==> src/rtl/tlc_pkg.sv <==
// Shared definitions for the traffic light controller family: side count,
// side encoding and the default sensor debounce length.
package tlc_pkg;

   localparam int N_SIDES          = 4;
   localparam int DEBOUNCE_CYC_DEF = 4;

   // Side i maps to one-hot bit i on t, G, sensor_raw and starved.
   typedef enum logic [1:0] {
      SIDE1 = 2'b00,
      SIDE2 = 2'b01,
      SIDE3 = 2'b10,
      SIDE4 = 2'b11
   } side_e;

   function automatic logic [N_SIDES-1:0] side_onehot(input side_e side);
      side_onehot = '0;
      side_onehot[side] = 1'b1;
   endfunction

endpackage

==> src/rtl/tlc_debounce.sv <==
// Two-flop synchroniser followed by a stability debouncer for one vehicle
// sensor; the level changes only after DEBOUNCE_CYC consecutive differing samples.
module tlc_debounce
   import tlc_pkg::*;
#(
   parameter int DEBOUNCE_CYC = DEBOUNCE_CYC_DEF
) (
   input  logic clkdiv,
   input  logic rst,
   input  logic sensor_raw,
   output logic deb
);

   localparam int CNT_W = $clog2(DEBOUNCE_CYC + 1);
   localparam logic [CNT_W-1:0] CNT_LAST = CNT_W'(DEBOUNCE_CYC - 1);

   logic             s1_p0;
   logic             s2_p1;
   logic [CNT_W-1:0] cnt_p2;

   always_ff @(posedge clkdiv) begin
      if (rst) begin
         s1_p0  <= 1'b0;
         s2_p1  <= 1'b0;
         cnt_p2 <= '0;
         deb    <= 1'b0;
      end else begin
         // synchroniser stages
         s1_p0 <= sensor_raw;
         s2_p1 <= s1_p0;
         // debounce stage: any agreement with the current level restarts the count
         if (s2_p1 == deb) begin
            cnt_p2 <= '0;
         end else if (cnt_p2 == CNT_LAST) begin
            deb    <= s2_p1;
            cnt_p2 <= '0;
         end else begin
            cnt_p2 <= cnt_p2 + 1'b1;
         end
      end
   end

endmodule

==> src/rtl/tlc_request_latch.sv <==
// Request conditioner ahead of tlc: debounced per-side sensors become latched
// requests on t, cleared when that side's green starts, with wait/starvation tracking.
module tlc_request_latch #(
   parameter int N_SIDES      = tlc_pkg::N_SIDES,
   parameter int DEBOUNCE_CYC = tlc_pkg::DEBOUNCE_CYC_DEF,
   parameter int WAIT_W       = 8,
   parameter int MAX_WAIT     = 200
) (
   input  logic               clkdiv,
   input  logic               rst,
   input  logic [N_SIDES-1:0] sensor_raw,
   input  logic [N_SIDES-1:0] G,
   output logic [N_SIDES-1:0] t,
   output logic [2:0]         pending_cnt,
   output logic [N_SIDES-1:0] starved
);

   localparam logic [WAIT_W-1:0] WAIT_SAT   = '1;
   localparam logic [WAIT_W-1:0] WAIT_LIMIT = WAIT_W'(MAX_WAIT);

   logic [N_SIDES-1:0] deb;
   logic [N_SIDES-1:0] g_q;
   logic [N_SIDES-1:0] served;
   logic [N_SIDES-1:0] t_next;
   logic [N_SIDES-1:0] starved_next;
   logic [WAIT_W-1:0]  wait_q    [N_SIDES];
   logic [WAIT_W-1:0]  wait_next [N_SIDES];

   for (genvar i = 0; i < N_SIDES; i++) begin : g_side
      tlc_debounce #(
         .DEBOUNCE_CYC (DEBOUNCE_CYC)
      ) u_debounce (
         .clkdiv     (clkdiv),
         .rst        (rst),
         .sensor_raw (sensor_raw[i]),
         .deb        (deb[i])
      );
   end

   // Served = green rising edge; it dominates a same-cycle set.
   assign served = G & ~g_q;

   always_comb begin
      t_next       = t;
      starved_next = '0;
      for (int i = 0; i < N_SIDES; i++) begin
         wait_next[i] = '0;
         if (served[i]) begin
            t_next[i] = 1'b0;
         end else if (deb[i] && !G[i]) begin
            t_next[i] = 1'b1;
         end
         if (!served[i] && t[i]) begin
            wait_next[i] = (wait_q[i] == WAIT_SAT) ? WAIT_SAT : wait_q[i] + 1'b1;
         end
         starved_next[i] = (wait_next[i] >= WAIT_LIMIT);
      end
   end

   always_ff @(posedge clkdiv) begin
      if (rst) begin
         g_q     <= '0;
         t       <= '0;
         starved <= '0;
         for (int i = 0; i < N_SIDES; i++) wait_q[i] <= '0;
      end else begin
         g_q     <= G;
         t       <= t_next;
         starved <= starved_next;
         for (int i = 0; i < N_SIDES; i++) wait_q[i] <= wait_next[i];
      end
   end

   always_comb begin
      pending_cnt = '0;
      for (int i = 0; i < N_SIDES; i++) pending_cnt = pending_cnt + 3'(t[i]);
   end

endmodule

==> config.mk <==
export PLATFORM = sky130hd
export DESIGN_NAME = tlc_request_latch
export DESIGN_NICKNAME = d
export VERILOG_FILES = /design/src/rtl/tlc_pkg.sv /design/src/rtl/tlc_debounce.sv /design/src/rtl/tlc_request_latch.sv
export SDC_FILE = /design/constraint.sdc
export NUM_CORES = 1
export LEC_CHECK = 0
export ABC_AREA = 1
export CAP_MARGIN = 20
export CORE_MARGIN = 8
export CORE_UTILIZATION = 32
export DETAILED_ROUTE_END_ITERATION = 10
export SYNTH_ARGS = -nofsm -noshare
export SYNTH_HDL_FRONTEND = slang
export SYNTH_HIERARCHICAL = 1
export SYNTH_SLANG_ARGS = --single-unit
==> constraint.sdc <==
create_clock -name clkdiv -period 3.42 [get_ports clkdiv]
set_input_delay 1.026 -clock clkdiv [delete_from_list [all_inputs] [get_ports clkdiv]]
set_output_delay 1.026 -clock clkdiv [all_outputs]
set_load 0.02 [all_outputs]
==> results.sh <==
export IMPL_placed_area_um2=3450
export IMPL_start_util_pct=32.2
export IMPL_cp_data_required_time_ns=2.39
export IMPL_synth_flop_cell="dfxtp_1"
export IMPL_hp_start="g_side[1].u_debounce/s1_p0"
export IMPL_grt_max_degree=12
export IMPL_drt_total_wl_mm=5.48
export IMPL_hpwl_mm=4.19
export IMPL_ant_nets=0
export IMPL_area_growth_syn_to_layout_pct=18.0
export IMPL_gr_usage_all_layers_pct=9.23
export IMPL_setup_slack_ns=0.115
export IMPL_final_area_um2=3630
export IMPL_setup_viol=0
export IMPL_final_cells=570
export IMPL_drc=0
export IMPL_finalSetupTns_ns=0
export IMPL_cts_tree="built"
export IMPL_postCtsSetupBuffers=0
export IMPL_gp_congestion=0.782
export IMPL_synth_compound_area_share_pct=7.03
export IMPL_ys_warn_count=6
export IMPL_ys_seq_elements=68
export IMPL_slew_headroom_pct=66.7
export IMPL_clk_path_buf_depth=2
export IMPL_synth_simple_area_share_pct=30.9
export IMPL_grt_first_pass_wirelength_mm=9.73
export IMPL_ios=21
export IMPL_antenna_cells=0
export IMPL_nets=458
export IMPL_firstDrtPassIters=4
export IMPL_crit_slowest_cell="fa_1"
export IMPL_n_fill_cell=1008
export IMPL_status="complete, no violations"
export IMPL_min_period_ns=3.30
export IMPL_port_buffers=20
export IMPL_die_w_um=114
export IMPL_post_place_ws_ns=0.296
export IMPL_viasPerCell=4.16
export IMPL_cp_cell_sequence="inv_1, fa_1, inv_1, ha_1, ha_1, clkdlybuf4s50_1"
export IMPL_skew_ns=0.00872
export IMPL_critPathKind="reg2out"
export IMPL_core_area_um2=9550
export IMPL_start_kind="register"
export IMPL_synth_fp_nets=426
export IMPL_endpoint_kind="output port"
export IMPL_synth_avg_cell_area_um2=7.68
export IMPL_crit_fanout=3
export IMPL_clockRootBuffer="clkbuf_8"
export IMPL_path_clk_slew_ns=0.07
export IMPL_final_common_cell="inv_1"
export IMPL_yosys_cell_types_count=27
export IMPL_rows=36
export IMPL_antenna_found_initial=0
export IMPL_dp_cells=555
export IMPL_synthAdderAreaFrac_pct=6.34
export IMPL_synth_area_mux_share_pct=0
export IMPL_synth_seq_area_share_pct=44.2
export IMPL_cts_sinks=68
export IMPL_p_per_area_nw_per_um2=406
export IMPL_htreeDepth=3
export IMPL_clk_latency_ns=0.33
export IMPL_grt_pass1_vias=2309
export IMPL_synth_edf_count=0
export IMPL_arrival_ns=2.28
export IMPL_synth_cell_area_um2=3080
export IMPL_tightest_slew_ns=0.499
export IMPL_cts_hold_fix_buffers=0
export IMPL_synth_top_family_by_area="simple AND/OR/NAND/NOR gates"
export IMPL_rsz0062_at_grt="false"
export IMPL_cap_viol_max_count=0
export IMPL_fin_crit_sh_pct=96.6
export IMPL_ir_drop_mv=0.153
export IMPL_fmax_ghz=0.303
export IMPL_die_area_um2=13000
export IMPL_critical_path_max_stage_delay_ns=0.55
export IMPL_drive_gt1_share_pct=12.6
export IMPL_drv_slew=0
export IMPL_crit_start="t[0]"
export IMPL_cts_resized=1
export IMPL_grt_overflow=0
export IMPL_vias=2371
export IMPL_die_y_um=114
export IMPL_avgRoutedWirePerCell_um=9.62
export IMPL_synthCells=401
export IMPL_hp_class="reg2reg"
export IMPL_final_cell_mix="inv_1, nand2_1, dfxtp_1"
export IMPL_synth_xor_area_share_pct=1.71
export IMPL_final_util_pct=38.0
export IMPL_synthArstFlopShare_pct=0
export IMPL_leakage_uw=0.00145
export IMPL_rr_startpoint="wait_q[1][0]"
export IMPL_hold_violations=0
export IMPL_cts_buffers=9
export IMPL_drtIter0Drc=71
cell families (layout without fill, tap and decap cells):
group / Yosys count / after routing
AOI/OAI and AO/OA: 37 / 37
xor gates and xnor gates: 6 / 6
adders and majority gates: 15 / 15
buffers and inverters: 77 / 113
DFF: 68 / 68
and+or+nand+nor: 198 / 198
flip-flops by register name (all words and copies together), names as in the netlist:
name and flops:
g_side.u_debounce/s1_p0 4, starved 4, t 4, g_side.u_debounce/s2_p1 4, g_q 4, wait_q 32
g_side.u_debounce/cnt_p2 12, g_side.u_debounce/deb 4
area by class of cell:
type | count | area (um2) | share of cell area, %
Clock inverter | 2 | 35.0 | 0.965
Timing Repair Buffer | 22 | 214 | 5.89
Sequential cell | 68 | 1360 | 37.5
Inverter | 76 | 290 | 7.99
Tap cell | 133 | 166 | 4.58
Clock buffer | 13 | 149 | 4.10
Multi-Input combinational cell | 256 | 1420 | 39.0
synthesized netlist by cell type (all sizes together) (2+ instances only):
| master | number | area share [%] |
|---|---|---|
| or2 | 2 | 0.41 |
| nand2 | 78 | 10 |
| dfxtp | 68 | 44 |
| nor2 | 82 | 13 |
| xnor2 | 2 | 0.57 |
| nand3 | 29 | 6.4 |
| o21ai | 9 | 2.2 |
| xor2 | 4 | 1.1 |
| a21oi | 22 | 3.6 |
| nor3 | 7 | 1.3 |
| a31oi | 5 | 1.0 |
| inv | 76 | 9.4 |
| ha | 14 | 5.7 |
worst max-delay path, delay by kind of cell, from the launching register on:
kind	cells	cell delay, ns
buffers and inverters	3	0.71
flip-flops	1	0.36
adder cells (fa/ha/maj)	3	0.89
stage by stage:
| step | hold WS [ns] | total power (uW) |
|---|---|---|
| 2_1_floorplan | 0.388 | 843 |
| 3_3_place_gp | 0.390 | 861 |
| 3_5_place_dp | 0.393 | 862 |
| 4_1_cts | 0.402 | 1490 |
| 5_1_grt | 0.423 | 1540 |
| 6_report | 0.400 | 1470 |
power by group:
part / total, uW / switching [uW] / internal (uW)
logic: 39.2 / 21.0 / 18.2
registers: 804 / 4.03 / 800
clock network: 630 / 277 / 353
final timing paths:
kind	endpoint	slack (ns)	cells past startpoint
setup / recovery	pending_cnt[2]	0.12	6
hold / removal	g_side[1].u_debounce/s2_p1	0.40	2
setup reg to reg	starved[1]	2.09	8
hold reg to reg	g_side[1].u_debounce/s2_p1	0.40	2
metal layers:
metal / track usage (%) / part of all wire [%] / vias to the layer above
li1: - / - / 1300
met1: 10.4 / 47 / 1035
met2: 15.5 / 47 / 25
met3: 2.37 / 3.5 / 11
met4: 5.41 / 2.2 / 0
met5: 0 / 0 / -
No activity file was read; power rests on OpenSTA's default activity.
